$ cat src/rtl/ro_pair_measure_ctrl.sv
// Dual ring-oscillator bank measurement controller.
// Counts edges of one bank-1 then one bank-2 oscillator and compares them.
module ro_pair_measure_ctrl #(
   parameter int GATE_CYCLES   = 1024,
   parameter int SETTLE_CYCLES = 4,
   parameter int CNT_W         = 16
) (
   input  logic             clk,
   input  logic             rst,
   input  logic             start,
   input  logic [3:0]       sel_a,
   input  logic [3:0]       sel_b,
   input  logic [15:0]      ro1_out,
   input  logic [15:0]      ro2_out,
   output logic             ro_activate_1,
   output logic             ro_activate_2,
   output logic             busy,
   output logic             done,
   output logic [CNT_W-1:0] count_a,
   output logic [CNT_W-1:0] count_b,
   output logic             sat_a,
   output logic             sat_b,
   output logic             response
);

   localparam int MAXC = (GATE_CYCLES > SETTLE_CYCLES) ?
                         GATE_CYCLES : SETTLE_CYCLES;
   localparam int TW   = (MAXC > 1) ? $clog2(MAXC) : 1;

   localparam logic [TW-1:0]    G_LD = TW'(GATE_CYCLES - 1);
   localparam logic [TW-1:0]    S_LD = TW'(SETTLE_CYCLES - 1);
   localparam logic [CNT_W-1:0] CMAX = '1;

   typedef enum logic [2:0] {
      IDLE,
      SETTLE_A,
      GATE_A,
      SETTLE_B,
      GATE_B,
      DONE
   } state_t;

   state_t           state;
   logic [TW-1:0]    timer;
   logic [3:0]       sel_a_q;
   logic [3:0]       sel_b_q;
   logic [CNT_W-1:0] work_a;
   logic [CNT_W-1:0] work_b;
   logic             wsat_a;
   logic             wsat_b;

   logic             samp;
   logic             sync1;
   logic             sync2;
   logic             prev;
   logic             rise;

   logic [CNT_W-1:0] a_nxt;
   logic [CNT_W-1:0] b_nxt;
   logic             sa_nxt;
   logic             sb_nxt;

   // Pick the oscillator of the running bank; 0 keeps the syncs quiet when idle.
   always_comb begin
      samp = 1'b0;
      case (state)
         SETTLE_A, GATE_A: samp = ro1_out[sel_a_q];
         SETTLE_B, GATE_B: samp = ro2_out[sel_b_q];
         default:          samp = 1'b0;
      endcase
   end

   // Two-flop synchronizer plus a delay flop for edge detection.
   always_ff @(posedge clk) begin
      if (rst) begin
         sync1 <= 1'b0;
         sync2 <= 1'b0;
         prev  <= 1'b0;
      end else begin
         sync1 <= samp;
         sync2 <= sync1;
         prev  <= sync2;
      end
   end

   assign rise = sync2 & ~prev;

   // Next working counts: saturating increment on a rise inside the gate.
   always_comb begin
      a_nxt  = work_a;
      b_nxt  = work_b;
      sa_nxt = wsat_a;
      sb_nxt = wsat_b;
      if (rise && state == GATE_A) begin
         if (work_a == CMAX) sa_nxt = 1'b1;
         else                a_nxt  = work_a + CNT_W'(1);
      end
      if (rise && state == GATE_B) begin
         if (work_b == CMAX) sb_nxt = 1'b1;
         else                b_nxt  = work_b + CNT_W'(1);
      end
   end

   // Sequencer: timing, bank enables, working counters and result registers.
   always_ff @(posedge clk) begin
      if (rst) begin
         state         <= IDLE;
         timer         <= '0;
         sel_a_q       <= '0;
         sel_b_q       <= '0;
         work_a        <= '0;
         work_b        <= '0;
         wsat_a        <= 1'b0;
         wsat_b        <= 1'b0;
         ro_activate_1 <= 1'b0;
         ro_activate_2 <= 1'b0;
         busy          <= 1'b0;
         done          <= 1'b0;
         count_a       <= '0;
         count_b       <= '0;
         sat_a         <= 1'b0;
         sat_b         <= 1'b0;
         response      <= 1'b0;
      end else begin
         done   <= 1'b0;
         work_a <= a_nxt;
         work_b <= b_nxt;
         wsat_a <= sa_nxt;
         wsat_b <= sb_nxt;
         case (state)
            IDLE: begin
               if (start) begin
                  sel_a_q       <= sel_a;
                  sel_b_q       <= sel_b;
                  work_a        <= '0;
                  work_b        <= '0;
                  wsat_a        <= 1'b0;
                  wsat_b        <= 1'b0;
                  timer         <= S_LD;
                  busy          <= 1'b1;
                  ro_activate_1 <= 1'b1;
                  state         <= SETTLE_A;
               end
            end
            SETTLE_A: begin
               if (timer == '0) begin
                  timer <= G_LD;
                  state <= GATE_A;
               end else begin
                  timer <= timer - TW'(1);
               end
            end
            GATE_A: begin
               if (timer == '0) begin
                  timer         <= S_LD;
                  ro_activate_1 <= 1'b0;
                  ro_activate_2 <= 1'b1;
                  state         <= SETTLE_B;
               end else begin
                  timer <= timer - TW'(1);
               end
            end
            SETTLE_B: begin
               if (timer == '0) begin
                  timer <= G_LD;
                  state <= GATE_B;
               end else begin
                  timer <= timer - TW'(1);
               end
            end
            GATE_B: begin
               if (timer == '0) begin
                  ro_activate_2 <= 1'b0;
                  busy          <= 1'b0;
                  done          <= 1'b1;
                  count_a       <= work_a;
                  count_b       <= b_nxt;
                  sat_a         <= wsat_a;
                  sat_b         <= sb_nxt;
                  response      <= (work_a > b_nxt);
                  state         <= DONE;
               end else begin
                  timer <= timer - TW'(1);
               end
            end
            DONE: begin
               state <= IDLE;
            end
            default: begin
               state <= IDLE;
            end
         endcase
      end
   end

endmodule

$ cat config.mk
export PLATFORM = sky130hd
export DESIGN_NAME = ro_pair_measure_ctrl
export DESIGN_NICKNAME = d
export VERILOG_FILES = /design/src/rtl/ro_pair_measure_ctrl.sv
export SDC_FILE = /design/constraint.sdc
export NUM_CORES = 1
export LEC_CHECK = 0
export CORE_MARGIN = 10
export CORE_UTILIZATION = 53
export DETAILED_ROUTE_END_ITERATION = 8
export GPL_TIMING_DRIVEN = 0
export PLACE_DENSITY = 0.8
export REMOVE_ABC_BUFFERS = 1
export SYNTH_ARGS = -nofsm -noshare
export SYNTH_HDL_FRONTEND = slang
export SYNTH_SLANG_ARGS = --single-unit
$ cat constraint.sdc
create_clock -name clk -period 3.9 [get_ports clk]
set_input_delay 0.78 -clock clk [delete_from_list [all_inputs] [get_ports clk]]
set_output_delay 0.78 -clock clk [all_outputs]
set_load 0.01 [all_outputs]
---- Word level (Yosys, flattened, before mapping) ----
Index checks and enable logic that the tools add are counted.
cells by class
  add/sub/neg operators ................... 3
  $lt $le $gt $ge ......................... 3
  equality and inequality tests ........... 12
  multiplexer cells ....................... 39
  bitwise logic cells ..................... 3
  reduce and logical (&&, ||, !) cells .... 19
operators by type and width
  kind                                                                     count
  16-bit two-way mux                                                       8
  10-bit two-way mux                                                       4
  10-bit case mux with 4 select lines                                      1
  16-bit by 1-bit adder with 16-bit output, second input constant          2
  16-bit equality test, second input constant                              2
  16-bit greater-than comparator                                           1
  3-bit two-way mux                                                        5
  3-bit case mux with 5 select lines                                       1
  1-bit two-way mux                                                        14
  3-bit AND reduction                                                      4
  10-bit logical NOT                                                       1
  4-bit by 5-bit < comparator with 1-bit output, second input constant     2
  10-bit by 1-bit subtractor with 10-bit output, second input constant     1
  1-bit binary-select mux with 4-bit select                                2
  2-bit inequality test, second input constant                             4
  1-bit case mux with 2 select lines                                       4
  2-bit OR reduction                                                       4
  3-bit by 2-bit equality test with 1-bit output, second input constant    2
  2-bit nonzero test                                                       3
  5-bit AND reduction                                                      1
  2-bit by 1-bit inequality test with 1-bit output, second input constant  2
  2-bit AND reduction                                                      2
  4-bit nonzero test                                                       1
  3-bit by 1-bit equality test with 1-bit output, second input constant    1
  5 further kinds                                                          7
storage, ports and cells
  flip-flop bits (word level) ............. 97
  input bits .............................. 43
  logic and storage cells ................. 99

---- Depth between registers and ports, before layout ----
Gate-level depths: netlist of run 1.
  depth in word-level cells ............... 6
  depth in mapped cells ................... 13
  mapped depth without buffers ............ 13

---- Worst setup path before layout of run 1 ----
Ideal clock, no wire load.
  path type ............................... register to register
  from .................................... register state[2]
  to ...................................... register response
  arrival ................................. 2977 ps
  data required time ...................... 3830 ps
  path slack .............................. 853 ps
  cell stages (with the launch flop) ...... 13
  period minus slack after synthesis ...... 3047 ps
  cells stage by stage .................... dfxtp_1 > nor3b_1 > and4_1 > clkbuf_1 > nand2_1 > a31o_2 > xor2_1 > ha_1 > nand4_1 > a2111oi_0 > nor4_1 > or3_1 > a21oi_1
between the ends
  word-level cells in the longest chain between the ends .. 4
  elaborated cells between the ends (all ways) .. 5
  those cells by class .................... order compare: 1; eq/ne: 1; mux: 1; reduce/logical: 2
RTL lines
  item                            RTL line  source
  start, declared                 43        state_t state;
  start signal, assigned          107       state <= IDLE;
  start signal, assigned          142       state <= SETTLE_A;
  start signal, assigned          148       state <= GATE_A;
  3-bit equality test *           98, 130
  1-bit logical AND               98        if (rise && state == GATE_B) begin
  16-bit two-way mux              98
  16-bit greater-than comparator  180       response <= (work_a > b_nxt);
  end signal, assigned            180
  end, declared                   23        output logic response
Mark *: on every way between the ends. The rest lies on a longest branch, timed or not.
A chain may end at the register's enable or synchronous reset.

---- Worst setup path after layout of run 1 ----
Same ends and word-level chain as after synthesis.

==> results of run 1 <==
==> power breakdown <==
| part | switching (mW) | internal (mW) | total [mW] |
|---|---|---|---|
| clock network | 0.345 | 0.316 | 0.661 |
| logic | 0.422 | 0.288 | 0.710 |
| registers | 0.101 | 1.07 | 1.17 |
==> sequential cells by signal, summed over array words and instances (netlist names) <==
register,count
count_a,16
sync2,1
wsat_b,1
wsat_a,1
busy,1
ro_activate_1,1
sat_b,1
state,3
sat_a,1
sel_a_q,4
count_b,16
response,1
work_a,16
timer,10
done,1
work_b,16
sel_b_q,4
prev,1
sync1,1
ro_activate_2,1
==> layer usage <==
metal | up-vias | GRT usage (%)
met5 | - | 0
met2 | 139 | 27.6
met4 | 0 | 4.26
li1 | 2085 | -
met1 | 1936 | 22.6
met3 | 11 | 6.39
==> worst max-delay path by stage <==
stage | slack [ps] | to | startpoint
floorplan | 570 | response | timer[0]
CTS | 30 | response | state[2]
finish | 330 | response | state[2]
global route | 60 | response | state[2]
detailed placement | 60 | response | state[2]
global placement | -430 | response | timer[0]
==> final cells by class <==
type	count	area [µm²]
Fill cell	727	2940
Multi-Input combinational cell	417	2610
Sequential cell	97	1940
Timing Repair Buffer	82	826
Clock buffer	12	145
Tap cell	108	135
Clock inverter	4	51.3
Inverter	10	37.5
==> placed cells by master (no fill, tap or decap), types with 10 or more instances in the layout <==
cell              n
ha_1             19
xnor2_1          11
o21ai_0          10
a21oi_1          52
nor2_1           72
clkbuf_8         10
and3_1           11
a211oi_1         16
inv_1            10
clkdlybuf4s50_1  80
mux4_2           10
nand2_1          74
nor3_1           13
nand3_1          18
dfxtp_1          97
==> Yosys cell counts (all sizes together), types with 3 or more instances <==
cell    number  area (µm²)
mux2i        6        60.1
xnor2       11        96.3
xor2         9        78.8
nor4         6        37.5
nand4        6        37.5
mux4        10         225
a211oi      17         133
nand2b       3        18.8
inv         10        37.5
nand3       18        90.1
nand2       75         282
clkbuf      24        90.1
nor2b        9        56.3
and4         6        52.6
ha          19         238
a21oi       53         277
and3        11        68.8
and2         3        18.8
nand3b       5        37.5
o211ai       4        30.0
nor2        73         282
nor3b        6        45.0
buf          7        46.3
a21o         3        22.5
nor3        13        65.1
or4          3        22.5
o21ai       19        98.9
dfxtp       97        1940
or3          9        56.3
==> cells by family after synthesis <==
kind of cell | synth area share, %
AND/OR/NAND/NOR | 25.5
AO/OA/AOI/OAI | 14.6
flip-flops | 41.3
buffers and inverters | 3.70
XOR/XNOR | 3.73
adder cells (fa/ha/maj) | 5.06
multiplexers | 6.07
==> through the flow <==
stage	setup slack, ps	util, %	hold slack [ps]	cells	TNS (ps)
6_report	333	66.2	448	730	0
5_1_grt	59.3	66.2	463	730	0
4_1_cts	33.3	66.0	451	730	0
3_5_place_dp	60.6	63.8	430	714	0
3_3_place_gp	-433	63.5	424	713	-12210
2_1_floorplan	567	-	414	524	0
==> critical path, cell delays in order (launching register included) <==
cell and delay [ps]:
dfxtp_1 640, nor3b_4 430, and3_1 340, nand2_1 130
nor2_1 160, mux2i_1 320, ha_1 180, nand2_1 60
or2_2 330, a2111oi_0 310, nor4_1 80, or3_1 370
a21oi_1 150
==> results.yml, run 1 <==
sta:
  max_slew.worst_pin.slew_ps: 1330
  clock_skew_ps: 10.8
  slew_violations: 0
  period_share_pct: 91.5
  fin_crit_ps: 3570
  hold_violations: 0
  relSlewSlack_pct: 11.1
  rsz0062_at_grt: "no"
  max_freq_mhz: 280
  setup_viol: 0
route:
  drtIter0Drc: 261
  wl_met3_um: 945
  routedWlPerCell_um: 15.7
  first_pass_iters: 5
  vias_per_cell: 5.71
  wl_met2_mm: 5.19
  m1WireLength_mm: 5.21
  route.antenna.remaining_nets: 0
  routed_wl_mm: 11.4
  route.detailed.drc: 0
  top_layer_used: "met4"
  vias: 4171
power:
  power_mw: 2.54
  powerDensity_nw_per_um2: 442
  ir_drop_mv: 0.247
  p_leak_nw: 2.00
clocking:
  htreeDepth: 3
  post_cts_resized: 0
  cts_tree: "yes"
  holdBufCountCts: 0
  cts_buffer_depth: 2
  insertion_delay_ps: 360
  cts_setup_buffers: 0
  clkTransAtPathRegs_ps: 90
  clock-sinks: 97
  cts-root-buf: "clkbuf_8"
  numCtsBuffers: 9
yosys:
  ys_warn_count: 0
  synth_ff_type: "dfxtp_1"
  synth-edff-count: 0
  synthDistinctLibCells: 54
  synth-seq-cells: 97
  synthesis.instances: 555
  avgSynthCellArea_um2: 8.47
  async_reset_ff_share_pct: 0
  seq_area_frac_synth_pct: 41.3
  netlist_area_um2: 4700
status:
  status: "completed"
placement:
  dp_hpwl_mm: 8.48
  dpl_cell_area_um2: 5530
  gp_congestion: 0.905
  port_buffers: 81
floorplan:
  die_x_um: 114
  coreArea_um2: 8680
  rows: 34
  die-area_um2: 13000
  start_util_pct: 54.2
  fp.dieH_um: 114
  io_pins: 82
worst_hold_path:
  hold_depth: 1
  hold_path_end: "sync2"
  hold_path_class: "reg -> reg"
  min_from: "sync1"
global_route:
  antenna_found_initial: 0
  overflow: 0
  grt_max_degree: 44
  grt_util_all_layers_pct: 17.6
  grt_first_pass_wirelength_mm: 19.3
  grt_pass1_vias: 4039
cells_and_area:
  stdcell_area_um2: 5740
  drive_above_1_share_pct: 5.79
  nNetsFinal: 679
  syn_to_final_growth_pct: 22.1
  n_antenna_cell: 0
setup_path:
  start_kind: "register"
  r2r_slack_ps: 330
  path_class: "reg -> reg"
  critPathMaxFanout: 16
  r2r-end: "response"
  crit_path_end_kind: "register"
  cp_data_required_time_ps: 4190
  worstPathArrival_ps: 3860
  worstRegToRegCells: 12
  r2r-start: "state[2]"
run:
  max_cap_violations: 0
(Power assumes the default switching activity.)
==> run 2: changes to the inputs <==
--- a/config.mk
+++ b/config.mk
@@ -15,2 +15,3 @@
 export SYNTH_HDL_FRONTEND = slang
 export SYNTH_SLANG_ARGS = --single-unit
+export TNS_END_PERCENT = 5
==> constraint.sdc (replaced) <==
create_clock -name clk -period 3.9 [get_ports clk]
set_input_delay 0.78 -clock clk [delete_from_list [all_inputs] [get_ports clk]]
set_output_delay 0.78 -clock clk [all_outputs]
set_load 0.02 [all_outputs]
==> results of run 2 <==
Same layout as run 1 (identical final DEF). Status: completed.
==> RTL edit 1 (config.mk and constraints of run 1) <==
Change the parameter `SETTLE_CYCLES` from 4 to 2.
--- a/src/rtl/ro_pair_measure_ctrl.sv
+++ b/src/rtl/ro_pair_measure_ctrl.sv
@@ -4,3 +4,3 @@
    parameter int GATE_CYCLES   = 1024,
-   parameter int SETTLE_CYCLES = 4,
+   parameter int SETTLE_CYCLES = 2,
    parameter int CNT_W         = 16
Check against the original RTL: same outputs for any inputs over 10 cycles, from zero or initial values and one cycle with rst high; that may be too few to reach the edited logic, so the function may still have changed.
==> RTL edit 1 against run 1 <==
Sequential share of layout area shrank 0.22 points; hold slack is essentially flat; clock power shrank 3.9%; total power grew 0.20%; final area grew 0.72%; area after synthesis grew 0.64%; sequential cell count is the same; wire length shrank 1.2%; sequential power is essentially flat; global-route usage is essentially flat; setup slack lost 0.093 ns.
==> RTL edit 1: results (changes against run 1) <==
outcome: "finished clean"
fin_cells: 734  # +0.55%
avgSynthCellArea_um2: 8.496  # +0.28%
cp_max_fo: 19  # +3
place_congestion: 0.8824  # -2.5%
syn2layout_area_growth_pct: 22.24  # about the same
pre_cts_ws_ns: -0.002300  # -0.06289 ns
clock_skew_ns: 0.007363  # -0.003453 ns
grt_pass1_vias: 4132  # +2.3%
synth_compound_area_frac: 0.1534  # +0.007270
synth_xor_area_frac: 0.03887  # +0.001614
drive_gt1_frac: 0.06550  # +0.007617
dp_hpwl_mm: 8.500  # +0.24%
synthTopCellsByCount: "dfxtp_1, nand2_1, nor2_1"
num-multi-input-gates: 425  # +1.9%
drt_iter0_markers: 218  # -16%
grt.total_usage: 0.1762  # about the same
place_area_um2: 5589  # +1.0%
num-fill-cells: 725  # -0.28%
cts_resized: 1  # +1
inverters: 7  # -3
p_per_area_nw_per_um2: 439.7  # -0.51%
flops_and_latches: 97  # unchanged
viasPerCell: 5.714  # about the same
layout.nets: 684  # +0.74%
clk_share: 0.03180  # -0.002407
wl_met2_mm: 5.471  # +5.4%
drt-met1-wl_mm: 4.885  # -6.3%
grt_use_met3: 0.06184  # -0.002096
synthAdderAreaFrac: 0.05024  # -0.0003208
holdWs_ns: 0.4477  # -0.0003380 ns
post-route-period-util: 0.9384  # +0.02373
grt_pass1_wl_mm: 19.39  # +0.54%
cpMaxStageDelayCell: "or3b_1"
leakage_nw: 2.011  # +0.43%
==> RTL edit 1: changes by cell type after synthesis, sizes merged, moves of 4 or more <==
| cell | delta |
|---|---|
| or3 | -7 |
| xor2 | +4 |
| nand3 | -4 |
| buf | -4 |
| nand2 | +4 |
| and3 | -6 |
| nor3 | +5 |
| nand4 | +7 |
| a31oi | +5 |
| nor2 | -4 |
==> RTL edit 1: worst register-to-register path, cell delays in order (launching register included) <==
cell	delay, ns
dfxtp_2	0.53
or3b_1	0.55
nor4_4	0.34
o21a_4	0.22
nand3_2	0.08
xor2_1	0.35
ha_1	0.32
a21oi_1	0.15
nor2_1	0.05
a211oi_1	0.21
o21ai_0	0.10
or4_1	0.42
a22o_1	0.24
==> RTL edit 1: report_power, final <==
group,total [mW],internal (mW),switching (mW)
Combinational,0.737,0.309,0.428
Clock,0.635,0.294,0.342
Sequential,1.17,1.07,0.105
==> RTL edit 2 (settings of run 1) <==
Made on the original files. Reset style: asynchronous (`rst`), changed in 2 clocked blocks.
--- a/src/rtl/ro_pair_measure_ctrl.sv
+++ b/src/rtl/ro_pair_measure_ctrl.sv
@@ -73,3 +73,3 @@
    // Two-flop synchronizer plus a delay flop for edge detection.
-   always_ff @(posedge clk) begin
+   always_ff @(posedge clk or posedge rst) begin
       if (rst) begin
@@ -104,3 +104,3 @@
    // Sequencer: timing, bank enables, working counters and result registers.
-   always_ff @(posedge clk) begin
+   always_ff @(posedge clk or posedge rst) begin
       if (rst) begin
Check against the original RTL: differs if rst is asserted again (counterexample within 4 cycles, from zero or initial values and one cycle with rst high); with rst held inactive, the same outputs for 10 cycles.
==> RTL edit 2 against run 1 <==
Largest power group unchanged; sequential cell count is the same; area after synthesis grew 8.1%; setup slack gained 0.17 ns; non-clock buffer count grew 1; final area grew 8.8%; total power shrank 3.8%; wire length grew 0.60%; highest routed layer unchanged.
==> RTL edit 2: results (changes against run 1) <==
outcome: "finished clean"
portBuffers: 81  # unchanged
postCtsSetupRepairBufs: 0  # unchanged
yosysSeqAreaShare: 0.4775  # +0.06449
ir_drop_mv: 0.2224  # -10%
synth_flop_cell: "dfrtp_1"
rr_worst_depth: 11  # -1
cts_resized: 0  # unchanged
hold_class: "register to register"
drt_iter0_markers: 265  # +1.5%
dp.cells: 689  # -3.5%
numCtsBuffers: 9  # unchanged
synthArstFlopShare: 1.000  # +1.000
clock_skew_ns: 0.008387  # -0.002429 ns
drt_first_pass_iters: 5  # unchanged
num-fill-cells: 756  # +4.0%
grt_max_degree: 52  # +18%
place_congestion: 0.8370  # -7.5%
grt_pass1_wl_mm: 19.82  # +2.8%
holdPathStages: 0  # -1
syn_inst: 492  # -11%
dp_hpwl_mm: 8.766  # +3.4%
diodes: 0  # unchanged
synthTopCellsByCount: "dfrtp_1, nor2_1, nand2_1"
antenna_found_initial: 0  # unchanged
viasPerCell: 5.684  # -0.53%
vias: 4007  # -3.9%
cts.clk_slew.worst_paths_ns: 0.09  # about the same
cts-root-buf: "clkbuf_8"
clockBufferDepth: 2  # unchanged
layout.nets: 633  # -6.8%
synthTopCellsByArea: "dfrtp_1, mux2_2, ha_1, nor2_1, mux4_2"
grt_pass1_vias: 4244  # +5.1%
cp_max_fo: 16  # unchanged
leakage_nw: 2.635  # +32%
place_area_um2: 6047  # +9.3%
crit_arrival_ns: 3.65  # -0.21 ns
worstSkewPairLatency_ns: 0.36  # about the same
max_slew_margin: 0.4110  # +0.3002
yosysUniqueCellTypes: 54  # unchanged
yosysWarnings: 0  # unchanged
htreeDepth: 3  # unchanged
wl_per_cell_um: 16.33  # +4.2%
drive_gt1_frac: 0.1198  # +0.06191
grt.total_usage: 0.1667  # -0.009459
[RTL edit 2: cell types whose count changed in the layout (fill, tap and decap cells not counted), moves of 8 or more]
| cell | run 1 | this run |
|---|---|---|
| nand2_1 | 74 | 48 |
| nor2_1 | 72 | 63 |
| o21ai_0 | 10 | 31 |
| nand4_1 | 6 | 14 |
| a21oi_1 | 52 | 19 |
| dfrtp_1 | 0 | 97 |
| dfxtp_1 | 97 | 0 |
| xor2_1 | 9 | 17 |
| a211oi_1 | 16 | 0 |
| mux2_2 | 0 | 23 |
[RTL edit 2: final cells by class]
type | count | area share
inverter | 8 | 0.005205
clock buffer | 10 | 0.02202
sequential | 97 | 0.3884
clock inverter | 6 | 0.01041
multi-input combinational | 372 | 0.4108
timing repair buffer | 83 | 0.1373
tap | 129 | 0.02583
[RTL edit 2: logic make-up after synthesis]
family,synth area share
mux,0.1110
buf+inv,0.01895
flops,0.4775
fa+ha+maj,0.04676
simple gates,0.1967
xor+xnor,0.04135
compound gates,0.1078
[RTL edit 2: through the flow]
| step | setup WS (ns) | util |
|---|---|---|
| 2_1_floorplan | 0.5863 | - |
| 3_3_place_gp | -0.7972 | 0.6451 |
| 3_5_place_dp | 0.5443 | 0.6513 |
| 4_1_cts | 0.5361 | 0.6732 |
| 5_1_grt | 0.1620 | 0.6732 |
| 6_report | 0.5076 | 0.6732 |
[RTL edit 2: layer usage]
layer | global-route usage | up-vias | routed length, um
met5 | 0 | - | 0
met3 | 0.06043 | 16 | 813
met4 | 0.04869 | 0 | 167
li1 | - | 1939 | -
met2 | 0.2941 | 109 | 5806
met1 | 0.1830 | 1943 | 4722
[RTL edit 2: final timing paths]
path                           from          to  slack, ns
setup reg to reg           state[0]    response       0.51
hold / removal                sync1       sync2       0.38
min in group asynchronous       rst        busy       0.84
max in group asynchronous       rst  work_b[12]       2.41
setup / recovery           state[0]    response       0.51
hold reg to reg               sync1       sync2       0.38
[RTL edit 2: power breakdown]
part / internal [mW] / total [mW] / switching (mW)
clock: 0.316 / 0.671 / 0.355
sequential: 1.12 / 1.27 / 0.151
combinational: 0.249 / 0.498 / 0.249
[RTL edit 2: worst max-delay path: stages (launching register included)]
cell,delay [ns]
dfrtp_1,0.57
nor3b_1,0.68
nand2_1,0.23
a21oi_2,0.28
nand4_1,0.15
xor2_1,0.28
ha_1,0.32
a21oi_1,0.14
o21ai_0,0.10
o21ai_0,0.19
a311oi_1,0.14
a21o_1,0.20
